[src/rtl/truth_table_sweep_ctrl.sv]
// Exhaustive truth-table sweep sequencer.
// Steps through every input vector of an N_IN-input combinational block in
// ascending order, holds each one for HOLD_CYC cycles, samples the block's
// output on the last cycle of each window and compares it with the golden
// table EXPECTED. Reports the mismatch count, the first failing vector and a
// pass/done status. All outputs come straight from registers.
module truth_table_sweep_ctrl #(
    parameter int unsigned               N_IN     = 4,
    parameter int unsigned               HOLD_CYC = 20,
    parameter logic [(2**N_IN)-1:0]      EXPECTED = '0
) (
    input  logic              clk,
    input  logic              rst_n,
    input  logic              start,
    input  logic              abort,
    input  logic              f_in,
    output logic [N_IN-1:0]   vec_out,
    output logic              busy,
    output logic              done,
    output logic              pass,
    output logic [N_IN:0]     err_count,
    output logic              fail_valid,
    output logic [N_IN-1:0]   first_fail
);

    // A hold counter of at least one bit keeps HOLD_CYC=1 legal; it then stays 0.
    localparam int unsigned     CW       = (HOLD_CYC > 1) ? $clog2(HOLD_CYC) : 1;
    localparam logic [CW-1:0]   CNT_LAST = CW'(HOLD_CYC - 1);
    localparam logic [CW-1:0]   CNT_ONE  = CW'(1);
    localparam logic [N_IN-1:0] VEC_LAST = '1;
    localparam logic [N_IN-1:0] VEC_ONE  = N_IN'(1);
    localparam logic [N_IN:0]   ERR_ONE  = (N_IN + 1)'(1);

    typedef enum logic [1:0] {
        S_IDLE   = 2'd0,
        S_RUN    = 2'd1,
        S_FINISH = 2'd2
    } state_t;

    state_t            state_q, state_d;
    logic [N_IN-1:0]   vec_q, vec_d;
    logic [CW-1:0]     cnt_q, cnt_d;
    logic [N_IN:0]     err_q, err_d;
    logic              fv_q, fv_d;
    logic [N_IN-1:0]   ff_q, ff_d;
    logic              pass_q, pass_d;
    logic              busy_q, busy_d;
    logic              done_q, done_d;
    logic              miss_s;

    // Golden-table lookup: true when the sampled output disagrees with the table.
    function automatic logic is_mismatch(input logic [N_IN-1:0] v, input logic f);
        return (f != EXPECTED[v]);
    endfunction

    // Next-state and next-output logic for the sweep FSM.
    always_comb begin
        state_d = state_q;
        vec_d   = vec_q;
        cnt_d   = cnt_q;
        err_d   = err_q;
        fv_d    = fv_q;
        ff_d    = ff_q;
        pass_d  = pass_q;
        busy_d  = 1'b0;
        done_d  = 1'b0;
        miss_s  = 1'b0;

        case (state_q)
            S_IDLE: begin
                vec_d = '0;
                cnt_d = '0;
                // start takes priority over abort here: abort has no meaning in IDLE.
                if (start) begin
                    state_d = S_RUN;
                    busy_d  = 1'b1;
                    err_d   = '0;
                    fv_d    = 1'b0;
                    ff_d    = '0;
                    pass_d  = 1'b0;
                end else begin
                    state_d = S_IDLE;
                end
            end

            S_RUN: begin
                if (abort) begin
                    // Abort beats a coinciding final compare; partial error info is kept.
                    state_d = S_IDLE;
                    vec_d   = '0;
                    cnt_d   = '0;
                    pass_d  = 1'b0;
                end else begin
                    busy_d = 1'b1;
                    if (cnt_q == CNT_LAST) begin
                        miss_s = is_mismatch(vec_q, f_in);
                        if (miss_s) begin
                            err_d = err_q + ERR_ONE;
                            if (!fv_q) begin
                                fv_d = 1'b1;
                                ff_d = vec_q;
                            end else begin
                                fv_d = fv_q;
                            end
                        end else begin
                            err_d = err_q;
                        end
                        cnt_d = '0;
                        if (vec_q == VEC_LAST) begin
                            state_d = S_FINISH;
                            busy_d  = 1'b0;
                            done_d  = 1'b1;
                            vec_d   = '0;
                            pass_d  = (err_d == '0);
                        end else begin
                            vec_d = vec_q + VEC_ONE;
                        end
                    end else begin
                        cnt_d = cnt_q + CNT_ONE;
                    end
                end
            end

            S_FINISH: begin
                // One-cycle done pulse; start arriving here is deliberately dropped.
                state_d = S_IDLE;
                vec_d   = '0;
                cnt_d   = '0;
            end

            default: begin
                state_d = S_IDLE;
                vec_d   = '0;
                cnt_d   = '0;
            end
        endcase
    end

    // State and output registers with immediate asynchronous clear.
    always_ff @(posedge clk or negedge rst_n) begin
        if (!rst_n) begin
            state_q <= S_IDLE;
            vec_q   <= '0;
            cnt_q   <= '0;
            err_q   <= '0;
            fv_q    <= 1'b0;
            ff_q    <= '0;
            pass_q  <= 1'b0;
            busy_q  <= 1'b0;
            done_q  <= 1'b0;
        end else begin
            state_q <= state_d;
            vec_q   <= vec_d;
            cnt_q   <= cnt_d;
            err_q   <= err_d;
            fv_q    <= fv_d;
            ff_q    <= ff_d;
            pass_q  <= pass_d;
            busy_q  <= busy_d;
            done_q  <= done_d;
        end
    end

    assign vec_out    = vec_q;
    assign busy       = busy_q;
    assign done       = done_q;
    assign pass       = pass_q;
    assign err_count  = err_q;
    assign fail_valid = fv_q;
    assign first_fail = ff_q;

endmodule

[config.mk]
export PLATFORM = sky130hd
export DESIGN_NAME = truth_table_sweep_ctrl
export DESIGN_NICKNAME = d
export VERILOG_FILES = /design/src/rtl/truth_table_sweep_ctrl.sv
export SDC_FILE = /design/constraint.sdc
export NUM_CORES = 1
export LEC_CHECK = 0
export CORE_MARGIN = 2
export CORE_UTILIZATION = 40
export CTS_CLUSTER_SIZE = 16
export DETAILED_ROUTE_END_ITERATION = 10
export PLACE_DENSITY = 0.63
export SYNTH_ARGS = -nofsm -noshare
export SYNTH_HDL_FRONTEND = slang
export SYNTH_SLANG_ARGS = --single-unit
[constraint.sdc]
create_clock -name clk -period 2 [get_ports clk]
set_input_delay 0.4 -clock clk [delete_from_list [all_inputs] [get_ports clk]]
set_output_delay 0.4 -clock clk [all_outputs]
set_load 0.03 [all_outputs]
==> impl_metrics.json <==
{
  "final.min_clock_period_ps": 1920,
  "syn_inst": 112,
  "antenna_cells": 0,
  "maxCapViolations": 0,
  "cts_sinks": 24,
  "max_stage_delay_ps": 720,
  "start_util_pct": 42.2,
  "rsz0062_at_grt": "false",
  "maxSlewHeadroom_pct": 75.4,
  "dpl_cell_area_mm2": 0.00146,
  "root_buffer": "clkbuf_4",
  "grt-ovfl-total": 0,
  "synthFlopType": "dfrtp_1",
  "end_kind": "output pin",
  "synth-simple-area-share_pct": 20.3,
  "layout.nets": 151,
  "finalCritPeriodShare_pct": 96.2,
  "cts_buffers": 3,
  "gr-usage-all-layers_pct": 16.1,
  "layout_common_cells": "24 x dfrtp_1, 21 x clkdlybuf4s50_1, 10 x buf_4",
  "grt_antenna_before_repair": 0,
  "path_delay_family": "buffers and inverters",
  "vias_per_cell": 5.50,
  "powerDensity_mw_per_mm2": 566,
  "dr.first_iter.drc_count": 16,
  "hp-class": "in -> async",
  "hold_slack_ps": 418,
  "portBuffers": 21,
  "post_drt_wl_per_cell_um": 13.8,
  "final_cells": 173,
  "post-place-ws_ps": -120,
  "die_x_um": 57.9,
  "critPathArrivalTime_ps": 1520,
  "synth_fa_ha_area_share_pct": 3.23,
  "fillers": 252,
  "final_common_cell": "dfrtp_1",
  "status": "completed",
  "cts_hold_buf": 0,
  "clock_latency_ps": 310,
  "ant_nets": 0,
  "postCtsSetupRepairBufs": 0,
  "worst-path-buf-inv": 1,
  "grt_pass1_wl_um": 4130,
  "place_inst": 169,
  "setup_viol": 0,
  "die_area_mm2": 0.00336,
  "synth-seq-cells": 24,
  "p_leak_nw": 0.646,
  "synth_top_family_by_area": "simple AND/OR/NAND/NOR gates",
  "synth_area_per_cell_um2": 10.4,
  "finalWorstSetupSlack_ps": 75.8,
  "muxShareOfSynthArea_pct": 0.860,
  "synth.cell_area_mm2": 0.00116,
  "synthArstFlopShare_pct": 100,
  "max_freq_mhz": 520,
  "grt_max_degree": 25,
  "area_growth_pct": 28.5,
  "yosysWarnings": 0,
  "cts_resized": 0,
  "slowest_stage": "clkdlybuf4s50_1",
  "slew_violations": 0,
  "cts_buffer_depth": 2,
  "syn_nets": 120,
  "drt_first_pass_iters": 4,
  "grt_pass1_vias": 926,
  "fin_util_pct": 54.2,
  "cp_max_fo": 7,
  "hpwl_um": 1760,
  "vias": 952,
  "drive_gt1_share_pct": 12.0,
  "cts_tree": "done",
  "cp-start-kind": "flop",
  "stdcell_area_mm2": 0.00150,
  "synthDistinctLibCells": 36,
  "synth_compound_area_share_pct": 15.7,
  "gp_congestion": 0.765,
  "peakVddDrop_uv": 422,
  "synth_edf_count": 0,
  "report.power.total_mw": 0.846,
  "io_pins": 22,
  "num_rows": 19,
  "synth_xor_area_share_pct": 4.52,
  "fin_worst_skew_ps": 2.63,
  "drc": 0,
  "finalSetupTns_ps": 0,
  "htree_levels": 1,
  "die_y_um": 57.9,
  "ys_seq_area_share_pct": 51.6,
  "hold_violations": 0,
  "drt_wl_total_um": 2390,
  "criticalPathCategory": "reg -> out",
  "clkSlewWorstSetupHoldPaths_ps": 130,
  "core-area_mm2": 0.00276,
  "critical_path.cell_chain": "clkdlybuf4s50_1",
  "worst_pin_slew_ps": 368,
  "worst_ep_required_time_ps": 1600
}
## report_power, final
| group | total (mW) | switching, mW | internal [mW] | leakage, nW |
|---|---|---|---|---|
| clock network | 0.254 | 0.143 | 0.111 | 0.0210 |
| logic | 0.0912 | 0.0499 | 0.0413 | 0.295 |
| registers | 0.501 | 0.00650 | 0.494 | 0.331 |
| total | 0.846 | 0.199 | 0.647 | 0.646 |
## worst paths after layout
kind	from	to	slack (ps)	depth (start not counted)
min reg2reg	cnt_q[0]	cnt_q[0]	480	1
max	err_count[0]	err_count[0]	80	1
max in group asynchronous	rst_n	cnt_q[1]	1350	2
max reg2reg	cnt_q[0]	vec_out[3]	220	6
min in group clk	cnt_q[0]	cnt_q[0]	480	1
min	rst_n	err_count[3]	420	2
## state kept, by name, indices dropped and copies added (netlist names)
| signal | count |
|---|---|
| cnt_q | 5 |
| vec_out | 4 |
| first_fail | 4 |
| done | 1 |
| busy | 1 |
| state_q | 2 |
| fail_valid | 1 |
| err_count | 5 |
| pass | 1 |
## layer usage
metal,vias up,global-route usage [%],wire (µm)
met2,18,26.1,1150
li1,461,-,-
met3,5,2.46,89
met4,0,6.98,47
met5,-,0,0
met1,468,21.5,1100
## layout make-up
class                           count  area, µm²  share of cell area [%]
Timing Repair Buffer               31        285                    19.1
Sequential cell                    24        601                    40.2
Inverter                            4       15.0                    1.00
Multi-Input combinational cell     79        519                    34.7
Clock buffer                        4       36.3                    2.43
Tap cell                           31       38.8                    2.59
## kinds of logic (layout without fill, tap and decap cells)
| logic type | Yosys count | count (layout) |
|---|---|---|
| compound gates | 27 | 27 |
| xor+xnor | 6 | 6 |
| fa+ha+maj | 3 | 3 |
| buf+inv | 9 | 39 |
| flops | 24 | 24 |
| mux | 1 | 1 |
| simple gates | 42 | 42 |
## synthesized netlist by cell type, types with 2 or more instances
cell type  instances  area share, %
a21o_1             3            1.9
a21oi_1            3            1.3
a22o_1             4            3.0
buf_2              2           0.86
clkbuf_1           2           0.65
dfrtp_1           24             52
ha_1               3            3.2
inv_1              4            1.3
nand2_1            9            2.9
nand3_1            5            2.2
nand4_1            2            1.1
nor2_1             9            2.9
nor3_1             4            1.7
nor3b_1            3            1.9
o21ai_0            9            3.9
o31a_1             2            1.5
xnor2_1            2            1.5
xor2_1             4            3.0
(Power assumes the default switching activity.)
==> edit 1: new RTL, same settings <==
Register the output `err_count` once more, cleared by the reset; this adds one clock of latency there. The other outputs are not delayed to match.
--- a/src/rtl/truth_table_sweep_ctrl.sv
+++ b/src/rtl/truth_table_sweep_ctrl.sv
@@ -167,3 +167,9 @@
     assign pass       = pass_q;
-    assign err_count  = err_q;
+    always_ff @(posedge clk or negedge rst_n) begin
+        if (!rst_n) begin
+            err_count <= '0;
+        end else begin
+            err_count <= err_q;
+        end
+    end
     assign fail_valid = fv_q;
Formal check against the unedited RTL: no difference found for any inputs over 10 cycles, from zero or initial values and one cycle with rst_n low; that may be too few to reach the edited logic, so the function may still have changed.
==> edit 1 against the unedited design <==
Worst setup slack better by 0.015 ns. Sequential power up 21%. Routed wire length up 13%. Total power up 21%. Die area up 13%. Final area up 9.0%. Sequential cell count up 5. Area after synthesis up 14%. Critical path type unchanged. Largest power group unchanged. Highest routed layer unchanged.
==> edit 1: results (changes against the unedited design) <==
INFO  metric reg2reg_to = pass (was vec_out[3])
INFO  metric avgRoutedWirePerCell = 13.8 um (about the same)
INFO  metric yosys-top-cells-count = sky130_fd_sc_hd__dfrtp_1 (29), sky130_fd_sc_hd__nor2_1 (11), sky130_fd_sc_hd__a21oi_1 (8), sky130_fd_sc_hd__nand2_1 (8), sky130_fd_sc_hd__o21ai_0 (7) (was sky130_fd_sc_hd__dfrtp_1 (24), sky130_fd_sc_hd__nand2_1 (9), sky130_fd_sc_hd__nor2_1 (9), sky130_fd_sc_hd__o21ai_0 (9), sky130_fd_sc_hd__nand3_1 (5))
INFO  metric met1_usage = 0.232 (was 0.215)
INFO  metric postSynthNetCount = 132 (was 120)
INFO  metric synth.area.top_cells = sky130_fd_sc_hd__dfrtp_1 (55%), sky130_fd_sc_hd__nor2_1 (3.1%), sky130_fd_sc_hd__a21oi_1 (3.0%) (was sky130_fd_sc_hd__dfrtp_1 (52%), sky130_fd_sc_hd__o21ai_0 (3.9%), sky130_fd_sc_hd__ha_1 (3.2%))
INFO  metric synth_seq_area_share = 0.549 (was 0.516)
INFO  metric globalRouteTotalUtil = 0.170 (was 0.161)
INFO  metric status = finished clean (unchanged)
INFO  metric regToRegSetupSlack = 0.25 ns (was 0.22 ns)
INFO  metric power.combinational.fraction = 0.084 (was 0.108)
INFO  metric worstSetupEndpoint = vec_out[2] (was err_count[0])
INFO  metric routed_via_density = 5.30 (was 5.50)
INFO  metric final.setup.worst_slack = 0.0909 ns (was 0.0758 ns)
INFO  metric post_synth.cell_area_avg = 10.7 um2 (was 10.4 um2)
INFO  metric critical_path.max_fanout = 5 (was 7)
INFO  metric setup.worst_path.start = vec_out[2] (was err_count[0])
INFO  metric grt_util_met2 = 0.233 (was 0.261)
INFO  metric met3_usage = 0.0630 (was 0.0246)
INFO  metric postPlaceCellArea = 0.00158 mm2 (was 0.00146 mm2)
INFO  metric detail_route.wirelength.met1 = 1320 um (was 1100 um)
INFO  metric dp.final_hpwl = 1890 um (was 1760 um)
INFO  metric synth.lib_cells_used.distinct = 37 (was 36)
INFO  metric tritoncts.num_buffers = 5 (was 3)
INFO  metric global_route_wire_length_before_repair = 4440 um (was 4130 um)
INFO  metric met3_wirelength = 156 um (was 89 um)
INFO  metric grt_pass1_vias = 944 (was 926)
INFO  metric worst_setup_hold_path_clk_slew = 0.09 ns (was 0.13 ns)
INFO  metric dp_cells = 187 (was 169)
INFO  metric fin_skew = 0.00876 ns (was 0.00263 ns)
edit 1: changes by cell type after synthesis, sizes merged, moves of 3 or more:
cell | before | now
dfrtp | 24 | 29
and3 | 0 | 4
nor3b | 4 | 1
o21ai | 10 | 7
a21oi | 3 | 8
a31oi | 0 | 3
edit 1: cell families (layout without fill, tap and decap cells):
logic type               Yosys count  count (layout)  share of synthesized area
AO/OA/AOI/OAI                     31              31                      0.151
XOR/XNOR                           5               5                     0.0331
adder cells (fa/ha/maj)            3               3                     0.0284
buffers and inverters              7              34                     0.0265
flip-flops                        29              29                      0.549
multiplexers                       1               1                    0.00757
AND/OR/NAND/NOR                   48              48                      0.204
edit 1: area by class of cell:
cell class,count,area share
Clock inverter,2,0.00614
Tap cell,44,0.0338
Sequential cell,29,0.445
Clock buffer,6,0.0253
Inverter,3,0.00691
Timing Repair Buffer,23,0.138
Multi-Input combinational cell,88,0.345
==> edit 2: new RTL, config.mk and constraints unchanged <==
Made on the original files. The parameter `N_IN` goes from 4 to 3.
--- a/src/rtl/truth_table_sweep_ctrl.sv
+++ b/src/rtl/truth_table_sweep_ctrl.sv
@@ -7,3 +7,3 @@
 module truth_table_sweep_ctrl #(
-    parameter int unsigned               N_IN     = 4,
+    parameter int unsigned               N_IN     = 3,
     parameter int unsigned               HOLD_CYC = 20,
Interface: changed (resized err_count, first_fail and vec_out); port bits go from 22 to 19. No check against the original RTL was run, so the function may have changed too.
==> edit 2 against the unedited design <==
Worst setup slack better by 0.050 ns. Via count decreased by 21%. Global-route usage fell by 0.76 points. Total power decreased by 14%. Area after synthesis down 13%. Final cell count is 15% lower. Final area fell by 15%. Sequential cell count is 3 lower. Routed wire length fell by 18%. Die area down 12%.
==> edit 2: results (changes against the unedited design) <==
INFO  metric r2r.worst_path.cells = 5 (was 6)
INFO  metric maximum_number_of_pins_on_one_net_before_global_route_repair = 22 (was 25)
INFO  metric cts_max_level = 1 (unchanged)
INFO  metric regToRegSetupSlack = 0.40 ns (was 0.22 ns)
INFO  metric status = finished clean (unchanged)
INFO  metric placement.setup.worst_slack = 0.174 ns (was -0.120 ns)
INFO  metric final.fill_count = 242 (was 252)
INFO  metric leakage_dissipation = 0.547 nW (was 0.646 nW)
INFO  metric yosys-top-cells-count = sky130_fd_sc_hd__dfrtp_1 (21), sky130_fd_sc_hd__nand2_1 (16), sky130_fd_sc_hd__o21ai_0 (7) (was sky130_fd_sc_hd__dfrtp_1 (24), sky130_fd_sc_hd__nand2_1 (9), sky130_fd_sc_hd__nor2_1 (9), sky130_fd_sc_hd__o21ai_0 (9), sky130_fd_sc_hd__nand3_1 (5))
INFO  metric critical-path-top-delay-family = buffers and inverters (unchanged)
INFO  metric synthesis.yosys.warnings = 0 (unchanged)
INFO  metric drtPass1Iterations = 4 (unchanged)
INFO  metric port_buffers = 18 (was 21)
INFO  metric synth.area.top_cells = sky130_fd_sc_hd__dfrtp_1 (52%), sky130_fd_sc_hd__nand2_1 (5.9%), sky130_fd_sc_hd__ha_1 (4.9%) (was sky130_fd_sc_hd__dfrtp_1 (52%), sky130_fd_sc_hd__o21ai_0 (3.9%), sky130_fd_sc_hd__ha_1 (3.2%))
INFO  metric final_layout_size_suffix_gt1_frac = 0.103 (was 0.120)
INFO  metric insertion_delay_to_the_later_sink_of_the_worst_skew_pair = 0.29 ns (was 0.31 ns)
INFO  metric cp_data_arrival_time = 1.47 ns (was 1.52 ns)
INFO  metric fin_skew = 0.00118 ns (was 0.00263 ns)
INFO  metric initialDrtViolationCount = 9 (was 16)
INFO  metric timing_worst_slew_pin_value = 0.319 ns (was 0.368 ns)
INFO  metric ir_worst_vdd = 0.000345 V (was 0.000422 V)
INFO  metric postSynthNetCount = 103 (was 120)
INFO  metric synth.lib_cells_used.distinct = 33 (was 36)
INFO  metric grt_pass1_vias = 728 (was 926)
INFO  metric worstSetupEndpoint = err_count[0] (unchanged)
INFO  metric synth_seq_area_share = 0.518 (was 0.516)
INFO  metric gp_congestion = 0.769 (was 0.765)
INFO  metric global_route_wire_length_before_repair = 3230 um (was 4130 um)
INFO  metric worst_setup_hold_path_clk_slew = 0.11 ns (was 0.13 ns)
INFO  metric n_antenna_cell = 0 (unchanged)
INFO  metric drt_wl_total = 1950 um (was 2390 um)
INFO  metric routed_via_density = 5.12 (was 5.50)
INFO  metric postPlaceCellArea = 0.00124 mm2 (was 0.00146 mm2)
INFO  metric max_freq = 533 MHz (was 520 MHz)
INFO  metric reg2reg_to = first_fail[2] (was vec_out[3])
INFO  metric final_net_count = 127 (was 151)
INFO  metric globalRouteTotalUtil = 0.154 (was 0.161)
INFO  metric holdCritPathClass = in -> async (unchanged)
INFO  metric dp.final_hpwl = 1470 um (was 1760 um)
[edit 2: per-layer routing]
metal  global-route usage  vias up  wire length, um  part of all wire
li1                     -      378                -                 -
met5                    0        -                0                 0
met3               0.0273        2               72             0.037
met2                0.237       13              869              0.44
met4               0.0625        0               12            0.0061
met1                0.213      360              998              0.51
[edit 2: worst min path at each step]
stage | start | end | slack [ns] | cells after the start
finish | rst_n | cnt_q[4] | 0.43 | 2
CTS | rst_n | err_count[0] | 0.43 | 2
global placement | cnt_q[0] | cnt_q[0] | 0.47 | 1
global route | rst_n | cnt_q[4] | 0.45 | 2
floorplan | rst_n | busy | 0.10 | 0
detailed placement | cnt_q[0] | cnt_q[0] | 0.48 | 1
[edit 2: stage by stage]
stage               std cells  utilization
floorplan                  94            -
global placement          143        0.509
detailed placement        143        0.509
CTS                       147        0.520
global route              147        0.520
finish                    147        0.520
[edit 2: cells by family after synthesis]
group           share of synthesized area
compound gates                      0.132
fa+ha+maj                          0.0493
buf+inv                            0.0271
flops                               0.518
mux                               0.00986
simple gates                        0.229
xor+xnor                           0.0345
[edit 2: power by group]
part / internal (W) / leakage, nW / switching (W)
logic: 0.0000378 / 0.243 / 0.0000489
clock network: 0.0000775 / 0.0150 / 0.000121
registers: 0.000434 / 0.289 / 0.00000648
total: 0.000549 / 0.547 / 0.000177
[edit 2: final cells by class]
class,count,area share
Inverter,3,0.00890
Tap cell,30,0.0297
Multi-Input combinational cell,68,0.365
Sequential cell,21,0.415
Clock buffer,4,0.0208
Timing Repair Buffer,21,0.160
